<file path="config.mk">
export PLATFORM = sky130hd
export DESIGN_NAME = mc_ctrl
export DESIGN_NICKNAME = d
export VERILOG_FILES = /design/src/rtl/mc_ctrl_pkg.sv /design/src/rtl/mc_ctrl_decode.sv /design/src/rtl/mc_ctrl.sv
export SDC_FILE = /design/constraint.sdc
export NUM_CORES = 1
export LEC_CHECK = 0
export CORE_UTILIZATION = 41
export DETAILED_ROUTE_END_ITERATION = 12
export MAX_ROUTING_LAYER = met4
export PLACE_DENSITY = 0.92
export SKIP_LAST_GASP = 1
export SLEW_MARGIN = 20
export SYNTH_ARGS = -nofsm -noshare
export SYNTH_HDL_FRONTEND = slang
export SYNTH_HIERARCHICAL = 1
export SYNTH_SLANG_ARGS = --single-unit
</file>
<file path="constraint.sdc">
create_clock -name Clk -period 4.6 [get_ports Clk]
set_input_delay 0.92 -clock Clk [delete_from_list [all_inputs] [get_ports Clk]]
set_output_delay 0.92 -clock Clk [all_outputs]
set_load 0.02 [all_outputs]
</file>
<file path="src/rtl/mc_ctrl_pkg.sv">
// mc_ctrl_pkg: shared opcode/funct constants, state encodings, mux encodings and decode class flags
package mc_ctrl_pkg;
  localparam logic [5:0] OP_R    = 6'b000000;
  localparam logic [5:0] OP_ORI  = 6'b001101;
  localparam logic [5:0] OP_LUI  = 6'b001111;
  localparam logic [5:0] OP_LW   = 6'b100011;
  localparam logic [5:0] OP_SW   = 6'b101011;
  localparam logic [5:0] OP_BEQ  = 6'b000100;
  localparam logic [5:0] OP_J    = 6'b000010;
  localparam logic [5:0] OP_JAL  = 6'b000011;
  localparam logic [5:0] F_ADDU  = 6'b100001;
  localparam logic [5:0] F_SUBU  = 6'b100011;
  localparam logic [5:0] F_JR    = 6'b001000;
  localparam logic [1:0] NPC_PC4 = 2'b00, NPC_BR  = 2'b01, NPC_J   = 2'b10, NPC_JR  = 2'b11;
  localparam logic [1:0] ALU_ADD = 2'b00, ALU_SUB = 2'b01, ALU_OR  = 2'b10, ALU_B   = 2'b11;
  localparam logic [1:0] EXT_Z   = 2'b00, EXT_S   = 2'b01, EXT_LUI = 2'b10;
  localparam logic [1:0] RD_RT   = 2'b00, RD_RD   = 2'b01, RD_31   = 2'b10;
  localparam logic [1:0] WD_ALU  = 2'b00, WD_DM   = 2'b01, WD_PC4  = 2'b10;
  typedef enum logic [3:0] {
    S_FETCH = 4'd0, S_DECODE = 4'd1, S_MA = 4'd2, S_MR = 4'd3, S_MW = 4'd4,
    S_WBM = 4'd5, S_EXE = 4'd6, S_WBA = 4'd7, S_BR = 4'd8, S_JMP = 4'd9
  } state_t;
  typedef struct packed {
    logic rtype_alu, ori, lui, lw, sw, beq, j, jal, jr, undef;
  } cls_t;
endpackage

</file>
<file path="src/rtl/mc_ctrl_decode.sv">
// mc_decode: maps Op/Funct to one-hot instruction class flags (Op, Funct in; cls out)
module mc_decode
  import mc_ctrl_pkg::*;
(
  input  logic [5:0] Op,
  input  logic [5:0] Funct,
  output cls_t       cls
);
  logic rtype;
  always_comb begin
    rtype         = Op == OP_R;
    cls.rtype_alu = rtype && (Funct == F_ADDU || Funct == F_SUBU);
    cls.jr        = rtype && Funct == F_JR;
    cls.ori       = Op == OP_ORI;
    cls.lui       = Op == OP_LUI;
    cls.lw        = Op == OP_LW;
    cls.sw        = Op == OP_SW;
    cls.beq       = Op == OP_BEQ;
    cls.j         = Op == OP_J;
    cls.jal       = Op == OP_JAL;
    cls.undef     = !(cls.rtype_alu || cls.jr || cls.ori || cls.lui || cls.lw || cls.sw || cls.beq || cls.j || cls.jal);
  end
endmodule

</file>
<file path="src/rtl/mc_ctrl.sv">
// mc_ctrl: multi-cycle MIPS control FSM (Clk, Reset active-low async, Op/Funct/Zero in; PC/IR/RF/DM strobes, mux selects, State out)
module mc_ctrl
  import mc_ctrl_pkg::*;
#(
  parameter int STATE_W = 4
) (
  input  logic               Clk,
  input  logic               Reset,
  input  logic [5:0]         Op,
  input  logic [5:0]         Funct,
  input  logic               Zero,
  output logic               PCWr,
  output logic [1:0]         NPCOp,
  output logic               IRWr,
  output logic               RFWr,
  output logic               DMWr,
  output logic [1:0]         ALUOp,
  output logic [1:0]         ExtOp,
  output logic               BSel,
  output logic [1:0]         RegDst,
  output logic [1:0]         WDSel,
  output logic [STATE_W-1:0] State
);
  state_t st;
  cls_t   c;
  mc_decode u_dec (.Op(Op), .Funct(Funct), .cls(c));
  always_ff @(posedge Clk or negedge Reset)
    if (!Reset) st <= S_FETCH;
    else
      case (st)
        S_FETCH:  st <= S_DECODE;
        S_DECODE: st <= (c.lw || c.sw) ? S_MA :
                        (c.rtype_alu || c.ori || c.lui) ? S_EXE :
                        c.beq ? S_BR :
                        (c.j || c.jal || c.jr) ? S_JMP : S_FETCH;
        S_MA:     st <= c.lw ? S_MR : S_MW;
        S_MR:     st <= S_WBM;
        S_EXE:    st <= S_WBA;
        default:  st <= S_FETCH;
      endcase
  always_comb begin
    {PCWr, NPCOp, IRWr, RFWr, DMWr, ALUOp, ExtOp, BSel, RegDst, WDSel} = '0;
    case (st)
      S_FETCH: {PCWr, IRWr} = 2'b11;
      S_MA:    {ALUOp, ExtOp, BSel} = {ALU_ADD, EXT_S, 1'b1};
      S_MW:    DMWr = 1'b1;
      S_WBM:   {RFWr, RegDst, WDSel} = {1'b1, RD_RT, WD_DM};
      S_EXE, S_WBA: begin
        ALUOp  = c.rtype_alu ? (Funct == F_SUBU ? ALU_SUB : ALU_ADD) : c.ori ? ALU_OR : ALU_B;
        ExtOp  = c.lui ? EXT_LUI : EXT_Z;
        BSel   = !c.rtype_alu;
        RFWr   = st == S_WBA;
        RegDst = (st == S_WBA && c.rtype_alu) ? RD_RD : RD_RT;
      end
      S_BR:    {ALUOp, NPCOp, PCWr} = {ALU_SUB, NPC_BR, Zero};
      S_JMP: begin
        PCWr   = 1'b1;
        NPCOp  = c.jr ? NPC_JR : NPC_J;
        RFWr   = c.jal;
        RegDst = c.jal ? RD_31 : RD_RT;
        WDSel  = c.jal ? WD_PC4 : WD_ALU;
      end
      default: ;
    endcase
    if (!Reset) {PCWr, IRWr, RFWr, DMWr} = '0;
  end
  assign State = STATE_W'(st);
endmodule

</file>
Word level (Yosys, flattened, before mapping)
Cells that the tools add are included.

operators by class
  reductions and logical operators = 14
  eq/ne operators = 19
  mux-type cells = 27

operator list
  cell                  number
  $eq A6 B6 Y1 const B  4
  $pmux W2 S2           5
  $pmux W4 S5           1
  $eq A6 B4 Y1 const B  3
  $eq A4 B3 Y1 const B  4
  $mux W4               4
  $eq A6 B2 Y1 const B  2
  $mux W1               10
  $eq A4 B2 Y1 const B  2
  $eq A4 B4 Y1 const B  2
  $eq A6 B3 Y1 const B  1
  $logic_not A6 Y1      1
  $logic_or A1 B1 Y1    6
  $mux W2               3
  $eq A4 B1 Y1 const B  1
  $logic_not A4 Y1      1
  $pmux W1 S2           2
  $reduce_or A2 Y1      2
  $logic_and A1 B1 Y1   3
  $mux W3               1
  $pmux W1 S3           1
  $logic_not A1 Y1      1

storage, ports and cells
  bits of input ports = 15
  bits in registers = 4
  word-level logic and storage cells = 61

Longest topological paths before layout
  depth after elaboration = 8
  gate-level depth with buffers = 6
  depth with buffers taken out = 6

Cells and area by module
Netlist, hierarchy kept.

modules (own cells, without submodules)
  module     seq. area each (um2)  times used  cells an instance  area an instance (um2)
  mc_ctrl    100.1                 1           59                 437.9
  mc_decode  0.0                   1           29                 196.4

Least setup slack after synthesis
Ideal clock, no wire load.

  path kind = in2out
  start = in Op[5]
  end = out BSel
  cell stages on the path = 5
  data arrival time = 2.380 ns
  slack = 1.300 ns
  data required time = 3.680 ns
  cells stage by stage = or3_4 > or3_1 > nor2_1 > nor2_1 > or2_1

RTL lines
  element             RTL line       source
  start: declaration  mc_ctrl.sv:9   input logic [5:0] Op,
  end: declaration    mc_ctrl.sv:19  output logic BSel,

==> run metrics <==
status=complete, no violations; Port Buffers=33; Syn-to-layout area delta=60.5%; number of global-route vias before repair=583; CTS root buf=clkbuf_4; Final Hold Viols=0; CP Capture Type=output port; antenna viol nets, final=0; CP startpoint=Op[5]; hold endpoint=State[1]$_DFF_PN0_; dpl hpwl=1.31 mm; Setup Buffers After CTS=0; FF-to-FF setup slack=3.16 ns; Clock Pin Slew Worst Setup and Hold Paths=0.04 ns; Final Cycle Share=0.911; Power Density=245 nW/µm²; worst reg2reg startpoint=State[0]$_DFF_PN0_; CP arrival=3.27 ns; Lkg Pwr=0.326 nW; Final Skew=0.00426 ns; clock tree buffer depth=2; Worst-Skew Late Latency=0.24 ns; # rows=13; 1st-pass router iterations=4; WHS Path Cells=1; total wire length=1.61 mm; syn_area_per_cell=7.00 µm²; Comb power frac=0.522; FF-to-FF path depth=3; Initial Util=0.436; vias=715; CORE AREA=1300 µm²; sequential fraction of design power=0.281; Peak VDD IR=197 µV; worst slew pin tran=0.684 ns; initial antenna violation count=0; total track usage=0.238; mapped cell area=567 µm²; Slew Viols, Final=0; layout cells sized above 1=0.0885; DRT iter0 DRCs=2; RSZ-0062 raised after global routing=no; CTS Hold Bufs=0; CTS tree=built; pre-CTS setup slack=0.411 ns; final setup violation count=0; max reg flops=4; Worst R2R End=State[0]$_DFF_PN0_; CP startpoint kind=input port; CTS sink count=4; Max-cap violations=0; Int Pwr=130 µW; Fillers=131; largest net degree at the start of global routing=15; Net Sw Frac=0.417; die height=39.2 µm; first-pass GRT wire length=2.42 mm; Critical Path RT=3.68 ns; Layout Nets=130; sw power=92.8 µW; cts repair resizes=0; cell count after synthesis=81; wire length per cell=12.6 µm; grt total ovfl=0; Warnings, synthesis=6; Achievable Freq=239 MHz; RePlAce Congestion=0.788; worst setup margin=0.408 ns; I/O pin total=34; Setup CP Type=input port to output port; clock power share=0.198; Vias per Instance=5.59; syn nets=96; Hold Crit Start=State[3]$_DFF_PN0_; full die area=1540 µm²; total power draw=223 µW; diodes inserted=0; drt drc=0; slew margin rel.=0.538; Die Wd=39.2 µm; fin crit period=4.19 ns; H-tree levels=1; setup TNS=0 ns; CTS Buf Count=3; critical path peak fanout=5; worst min path class=flip-flop to flip-flop
==> metal layers <==
metal  global-route usage  vias up  wire length [µm]
met3               0.0809        2               117
met1                0.281      322               683
met2                0.388       33               797
li1                     -      358                 -
met5                    -        -                 0
met4               0.0603        0                13
==> area by class of cell <==
cell class	count	area (µm²)	share of cell area
clock buffers	3	22.5	0.0248
inverters	4	15.0	0.0165
multi-input cells	69	423	0.465
flip-flops and latches	4	100	0.110
well taps	15	18.8	0.0206
repair buffers	33	330	0.363
==> power by group through the flow <==
stage	combinational [mW]	sequential, mW	clock (mW)
after global routing	0.126	0.0640	0.0475
final	0.116	0.0625	0.0441
after global placement	0.113	0.0617	0
after CTS	0.117	0.0619	0.0457
after floorplan	0.0755	0.0552	0
after detailed placement	0.117	0.0621	0
==> per-stage QoR <==
stage / hold slack [ns] / util / area, µm² / std cells
2_1_floorplan: 0.624 / - / 567 / 81
3_3_place_gp: 0.643 / 0.682 / 887 / 125
3_5_place_dp: 0.650 / 0.682 / 887 / 125
4_1_cts: 0.662 / 0.699 / 910 / 128
5_1_grt: 0.719 / 0.699 / 910 / 128
6_report: 0.674 / 0.699 / 910 / 128
==> critical path, stage by stage <==
cell and delay [ns]:
clkdlybuf4s50_1 0.45, or3_4 0.40, or3_1 0.37, nor2_1 0.26
nand4_1 0.13, o21ai_1 0.14, clkdlybuf4s50_1 0.61
==> worst max-delay path by stage <==
stage | to | slack (ns) | cells past startpoint
2_1_floorplan | BSel | 1.33 | 5
3_3_place_gp | BSel | 0.46 | 7
3_5_place_dp | ALUOp[0] | 0.41 | 7
4_1_cts | ALUOp[0] | 0.41 | 7
5_1_grt | ALUOp[0] | 0.31 | 7
6_report | ALUOp[0] | 0.41 | 7
==> cell usage in the layout, fill, tap and decap left out, drive strengths merged, types with 4 or more instances in the layout <==
| cell type | instances |
|---|---|
| nor2 | 12 |
| dfrtp | 4 |
| a21oi | 5 |
| clkdlybuf4s50 | 33 |
| nand2 | 5 |
| inv | 4 |
| nor3 | 7 |
(Power assumes the default switching activity.)
